### src/rtl/instr_sequencer.sv
// instr_sequencer: fetch/decode/execute control FSM that drives the datapath
// controls and memory handshakes, with an ack timeout that traps into FAULT.
module instr_sequencer #(
    parameter int ACK_TIMEOUT = 15
) (
    input  logic       clk,
    input  logic       rst,
    input  logic       start,
    input  logic [6:0] op,
    input  logic       imem_ack,
    input  logic       dmem_ack,
    output logic       imem_req,
    output logic       dmem_req,
    output logic       PCrst,
    output logic       LPC,
    output logic       rd1,
    output logic       rd2,
    output logic       wr_contr,
    output logic       Lflag_contr,
    output logic       isJumpInstr,
    output logic       isCallInstr,
    output logic [1:0] selM1,
    output logic [1:0] selM2,
    output logic [1:0] selM3,
    output logic [1:0] fnSel,
    output logic       busy,
    output logic       halted,
    output logic       fault
);
    typedef enum logic [3:0] {
        RESET, IDLE, FETCH, DECODE, EXEC, MEM, WB, COMMIT, HALT, FAULT
    } stateT;

    stateT      state, nextState;
    logic [6:0] opReg, curOp;
    logic [7:0] waitCnt;
    logic       timedOut, inWin, inRd;
    logic       isRr, isLi, isLd, isCmp, isHalt, isJmp, isCall;

    // The opcode is only guaranteed valid in DECODE; later states use the latched copy.
    assign curOp    = (state == DECODE) ? op : opReg;
    assign isRr     = curOp[6:5] == 2'b11;
    assign isLi     = curOp[6:5] == 2'b10;
    assign isLd     = curOp[6:5] == 2'b01;
    assign isCmp    = curOp[6:3] == 4'b0000;
    assign isHalt   = curOp[6:3] == 4'b0001;
    assign isJmp    = curOp[6:3] == 4'b0010;
    assign isCall   = curOp[6:3] == 4'b0011;
    assign timedOut = waitCnt == 8'(ACK_TIMEOUT - 1);

    always_ff @(posedge clk) begin
        if (rst) begin
            state   <= RESET;
            opReg   <= '0;
            waitCnt <= '0;
        end else begin
            state   <= nextState;
            opReg   <= curOp;
            // Counts waiting cycles; any state change (entry to FETCH/MEM included) clears it.
            waitCnt <= (nextState == state && (state == FETCH || state == MEM)) ? waitCnt + 8'd1 : 8'd0;
        end
    end

    always_comb begin
        nextState   = state;
        inWin       = state inside {DECODE, EXEC, MEM, WB, COMMIT};
        inRd        = state inside {DECODE, EXEC, MEM, WB};
        PCrst       = state == RESET;
        LPC         = state == COMMIT;
        imem_req    = state == FETCH;
        dmem_req    = state == MEM;
        rd1         = inRd && (isRr || isLd || isCmp);
        rd2         = inRd && (isRr || isCmp);
        wr_contr    = state == WB && (isRr || isLi || isLd || isCall);
        Lflag_contr = state == WB && isCmp;
        isJumpInstr = (state == WB || state == COMMIT) && isJmp;
        isCallInstr = (state == WB || state == COMMIT) && isCall;
        selM1       = !inWin ? 2'b00 : (isRr || isCmp) ? 2'b01 : isLd ? 2'b10 : 2'b00;
        selM2       = !inWin ? 2'b00 : (isRr || isCmp) ? 2'b01 : (isLi || isJmp || isCall) ? 2'b10 : 2'b00;
        selM3       = !inWin ? 2'b00 : (isRr || isLi) ? 2'b10 : isLd ? 2'b01 : 2'b00;
        fnSel       = !inWin ? 2'b00 : (isLi || isJmp || isCall) ? 2'b01 : isLd ? 2'b10 : 2'b00;
        busy        = state inside {FETCH, DECODE, EXEC, MEM, WB, COMMIT};
        halted      = state == HALT;
        fault       = state == FAULT;
        case (state)
            RESET:   nextState = IDLE;
            IDLE:    nextState = start ? FETCH : IDLE;
            FETCH:   nextState = imem_ack ? DECODE : timedOut ? FAULT : FETCH;
            DECODE:  nextState = EXEC;
            EXEC:    nextState = isHalt ? HALT : isLd ? MEM : WB;
            MEM:     nextState = dmem_ack ? WB : timedOut ? FAULT : MEM;
            WB:      nextState = COMMIT;
            COMMIT:  nextState = FETCH;
            HALT:    nextState = start ? FETCH : HALT;
            FAULT:   nextState = FAULT;
            default: nextState = RESET;
        endcase
    end
endmodule

### config.mk
export PLATFORM = sky130hd
export DESIGN_NAME = instr_sequencer
export DESIGN_NICKNAME = d
export VERILOG_FILES = /design/src/rtl/instr_sequencer.sv
export SDC_FILE = /design/constraint.sdc
export NUM_CORES = 1
export LEC_CHECK = 0
export CAP_MARGIN = 20
export CORE_MARGIN = 5
export CORE_UTILIZATION = 45
export CTS_CLUSTER_SIZE = 25
export DETAILED_ROUTE_END_ITERATION = 16
export HOLD_SLACK_MARGIN = 0.1
export PLACE_DENSITY = 0.85
export SLEW_MARGIN = 30
export SYNTH_ARGS = -nofsm -noshare
export SYNTH_HDL_FRONTEND = slang
export SYNTH_SLANG_ARGS = --single-unit
### constraint.sdc
create_clock -name clk -period 1.75 [get_ports clk]
set_input_delay 0.35 -clock clk [delete_from_list [all_inputs] [get_ports clk]]
set_output_delay 0.35 -clock clk [all_outputs]
set_load 0.01 [all_outputs]
==> results by stage <==
Status:
- The run finished, with violations left.
- The checks that failed: setup timing.

STA:
- Setup repair after global routing could not meet its margin everywhere.
- In the post-route analysis, the smallest setup slack over all paths is -0.5747 ns.
- The smallest clock period supported by the final layout is computed as 2.325 ns.
- The number of endpoints with negative hold slack in the final report is 0.
- For the pin with the worst max-slew slack, the measured transition is 0.4900 ns.
- The fmax is 430.2 MHz.
- The total count of max-transition violations in the final report came to 0.
- The worst path uses 132.8% of the clock period.
- In this run the tightest slew margin relative to its limit is 66.87%.
- The clock skew is 0.009887 ns.
- Setup violations remaining at the end of the flow were counted as 30.

CTS:
- Clock latency on the worst-skew pair, taken at its later pin, is 0.30 ns.
- The clock net in this run drives a total of 16 sinks.
- The count of H-tree levels built during CTS is 1.
- TritonCTS built the clock tree.
- Clock-pin slew was measured on the worst setup and hold paths at 0.10 ns.
- The number of buffers created by CTS is 3.
- The cell sitting at the root of the clock tree is a clkbuf_4.
- In this run the deepest clock path goes through 2 buffers.

Finish:
- The layout overhead on the synthesized area is 53.38%.
- Cells with a size suffix above 1 make up 43.89% of the layout.
- The final cell utilization of the core is 71.24%.
- The net count of the finished layout is 236.
- 0 antenna diodes ended up in the layout.
- With fillers left out, the area of the finished cells amounts to 0.002157 mm².

Worst setup path:
- The start point of the critical path is state[3]$_SDFF_PP0_.
- Data on the critical path arrives at its endpoint at 1.97 ns.
- Traced cell by cell, the critical path runs through and4bb_1 -> buf_6 -> mux2i_4 -> buf_6 -> a31oi_1 -> o32ai_2 -> buf_2.
- For the worst setup path, the data required time is 1.40 ns.
- The critical path in this run is classified as reg2out.
- For this run, the slowest stage of the critical path takes 0.36 ns.
- For the worst flop-to-flop path, the logic depth is 6.
- The launching element type of the critical path is a register.
- The launching point of the worst reg2reg path is state[2]$_SDFF_PP0_.
- Among the stages of the critical path, the cell type that occurs most often is buf_6.
- The worst register-to-register path ends at waitCnt[0]$_SDFF_PP0_.
- The slowest stage of the critical path belongs to the cell dfxtp_2.
- The kind of capture point of the worst setup path is an output port.
- The worst register-to-register path has a setup slack of -0.16 ns.
- The largest driver fanout on the critical path is 4.

Placement:
- The congestion estimate from routability-driven global placement came to 0.9119.
- The worst setup timing slack at the placement stage is -0.7275 ns.
- Summing all placed instances gives a cell area of 0.001933 mm².
- During placement, the flow inserted port buffers numbering 29.
- After legalization and detailed placement, the total HPWL measured 3161 µm.

Synthesis:
- The mean area per synthesized cell is 8.901 µm².
- The net count after synthesis is 172.
- The share of flip-flops with an asynchronous set or reset is 0%.
- Summed over its instances, the top area cell type makes up 22.78% of the synthesized netlist area.
- The predominant post-synthesis flop cell is dfxtp_1.
- In this run, synthesis inferred 0 flip-flops with an integrated enable.
- By count the netlist is led by nor2_1 (17), dfxtp_1 (16), a21oi_1 (9).
- The number of cells produced by synthesis is 158.
- By instance count, the leading cell after synthesis is nor2_1.
- The synthesized design contains 16 register bits.
- Of all cell types, the one taking the most synthesized area is dfxtp_1.
- Yosys printed 0 warnings.
- Ranked by total cell area, the synthesized netlist is headed by dfxtp_1 (23%), mux2i_4 (4.8%), nor2_1 (4.5%).
- The number of different library cells in the post-synthesis netlist is 54.
- The cell area after synthesis is 0.001406 mm².
- The proportion of synthesized chip area in sequential cells is 22.78%.

Die:
- The floorplan has 20 rows.
- The number of top-level pins is 33.
- In this run the standard cell core region covers 0.003028 mm².
- The floorplan die height is 65.91 µm.
- Measured along the x axis, the die boundary spans 65.91 µm.
- The floorplan step defined a die boundary enclosing 0.004343 mm².
- Once the floorplan was initialized, standard cells occupied 46.45% of the core.

Hold path:
- The number of instances on the worst hold path is 1.
- The worst hold path begins at waitCnt[0]$_SDFF_PP0_.
- The worst hold path belongs to the class reg2reg.
- The end point of the worst hold path is waitCnt[0]$_SDFF_PP0_.

Global route:
- The number of antenna violations at the first check in global routing is 0.
- The number of global-route vias before repair was 1617.
- The first-pass GRT wire length is 7797 µm.
- Summed over all layers, the global routing overflow is 0.
- The global router's overall resource usage is 23.43%.
- The pin count of the biggest net entering global routing is 22.

Routing:
- The count of routing violations after the opening detailed-route iteration is 139.
- The count of nets left with antenna violations once routing finished came out at 0.
- In the routed design, unresolved DRC markers number 0.
- Dividing the detail-routed via count by the number of cells gives 5.872.
- Across all layers, the routed design uses 1556 vias.
- The total length of routed wires is 4674 µm.
- The pre-antenna-repair detailed-routing pass consisted of 4 iterations.
- Dividing the detail-routed wire length by the instance count gives 17.64 µm.

Power and ir drop:
- Dividing total power by cell area gives a power density of 1256 mW/mm².
- VDD sags by at most 0.5504 mV.
- The standby leakage power is 0.0008414 µW.
- Power comes to 2708 µW.

Flow run:
- The tool flagged a number of max-cap violations equal to 0.
## area by class of cell
class	count	area (µm²)
clock buffer	4	36.28
tap	44	55.05
multi-input combinational	124	1101
sequential	16	330.3
timing repair buffer	72	615.6
inverter	5	18.77
fill	200	870.8
## layer usage
layer	wire length (µm)	vias up	global-route usage (%)
met1	1783	759	25.62
met2	2420	62	41.93
met4	209	0	13.47
met3	260	20	4.082
met5	0	-	0
li1	-	715	-
## registers in the layout, indices dropped and copies added, names as in the netlist
signal and flops:
waitCnt 8, state 4, opReg 4
## power by group
part | total [µW] | internal [µW] | switching, µW
registers | 504 | 436 | 68.1
logic | 1950 | 972 | 979
clock network | 253 | 127 | 126
total | 2710 | 1540 | 1170
## critical path, delay by kind of cell, from the launching register on
family,cells,cell delay [ns]
AO/OA/AOI/OAI,2,0.29
flip-flops,1,0.36
buffers and inverters,3,0.46
multiplexers,1,0.29
AND/OR/NAND/NOR,1,0.27
## metrics by stage
step / TNS (ns) / instances / hold WS (ns)
floorplan: -0.1185 / 158 / 0.4216
global route: -12.04 / 265 / 0.5460
CTS: -8.577 / 263 / 0.5111
detailed placement: -12.63 / 252 / 0.4979
global placement: -10.88 / 252 / 0.4804
finish: -9.621 / 265 / 0.5121
## worst max-delay path by stage
| stage | end | depth (start not counted) |
|---|---|---|
| 4_1_cts | rd1 | 7 |
| 5_1_grt | LPC | 5 |
| 3_5_place_dp | rd2 | 6 |
| 6_report | rd1 | 7 |
| 3_3_place_gp | rd2 | 6 |
| 2_1_floorplan | selM2[0] | 6 |
## logic make-up (layout without fill, tap and decap cells)
logic type	after synthesis	after routing	synth area share [%]
multiplexers	7	7	8.007
flip-flops	16	16	22.78
buffers and inverters	18	81	8.629
XOR/XNOR	6	6	3.737
adder cells (fa/ha/maj)	2	2	1.779
AO/OA/AOI/OAI	38	38	21.35
AND/OR/NAND/NOR	71	71	33.72
## what timing repair did
item	in CTS	in global routing
endpoints found under the setup margin	32	32
pin swaps	5	2
buffers inserted	7	2
resized for setup	90	7
hold buffers	0	0
## cells in the final DEF, fill, tap and decap left out, types with 4 or more instances in the layout
cell and count:
a21oi_1 7, a31oi_1 4, buf_2 8, buf_4 36, buf_6 6, clkdlybuf4s50_1 11, dfxtp_1 12, dlygate4sd2_1 6
inv_1 4, mux2i_4 4, nand2_1 5, nor2_1 16, nor3_1 4, nor4_1 4, o2111ai_1 4, xor2_1 4
Note: power is estimated with default switching activity, not from simulation.
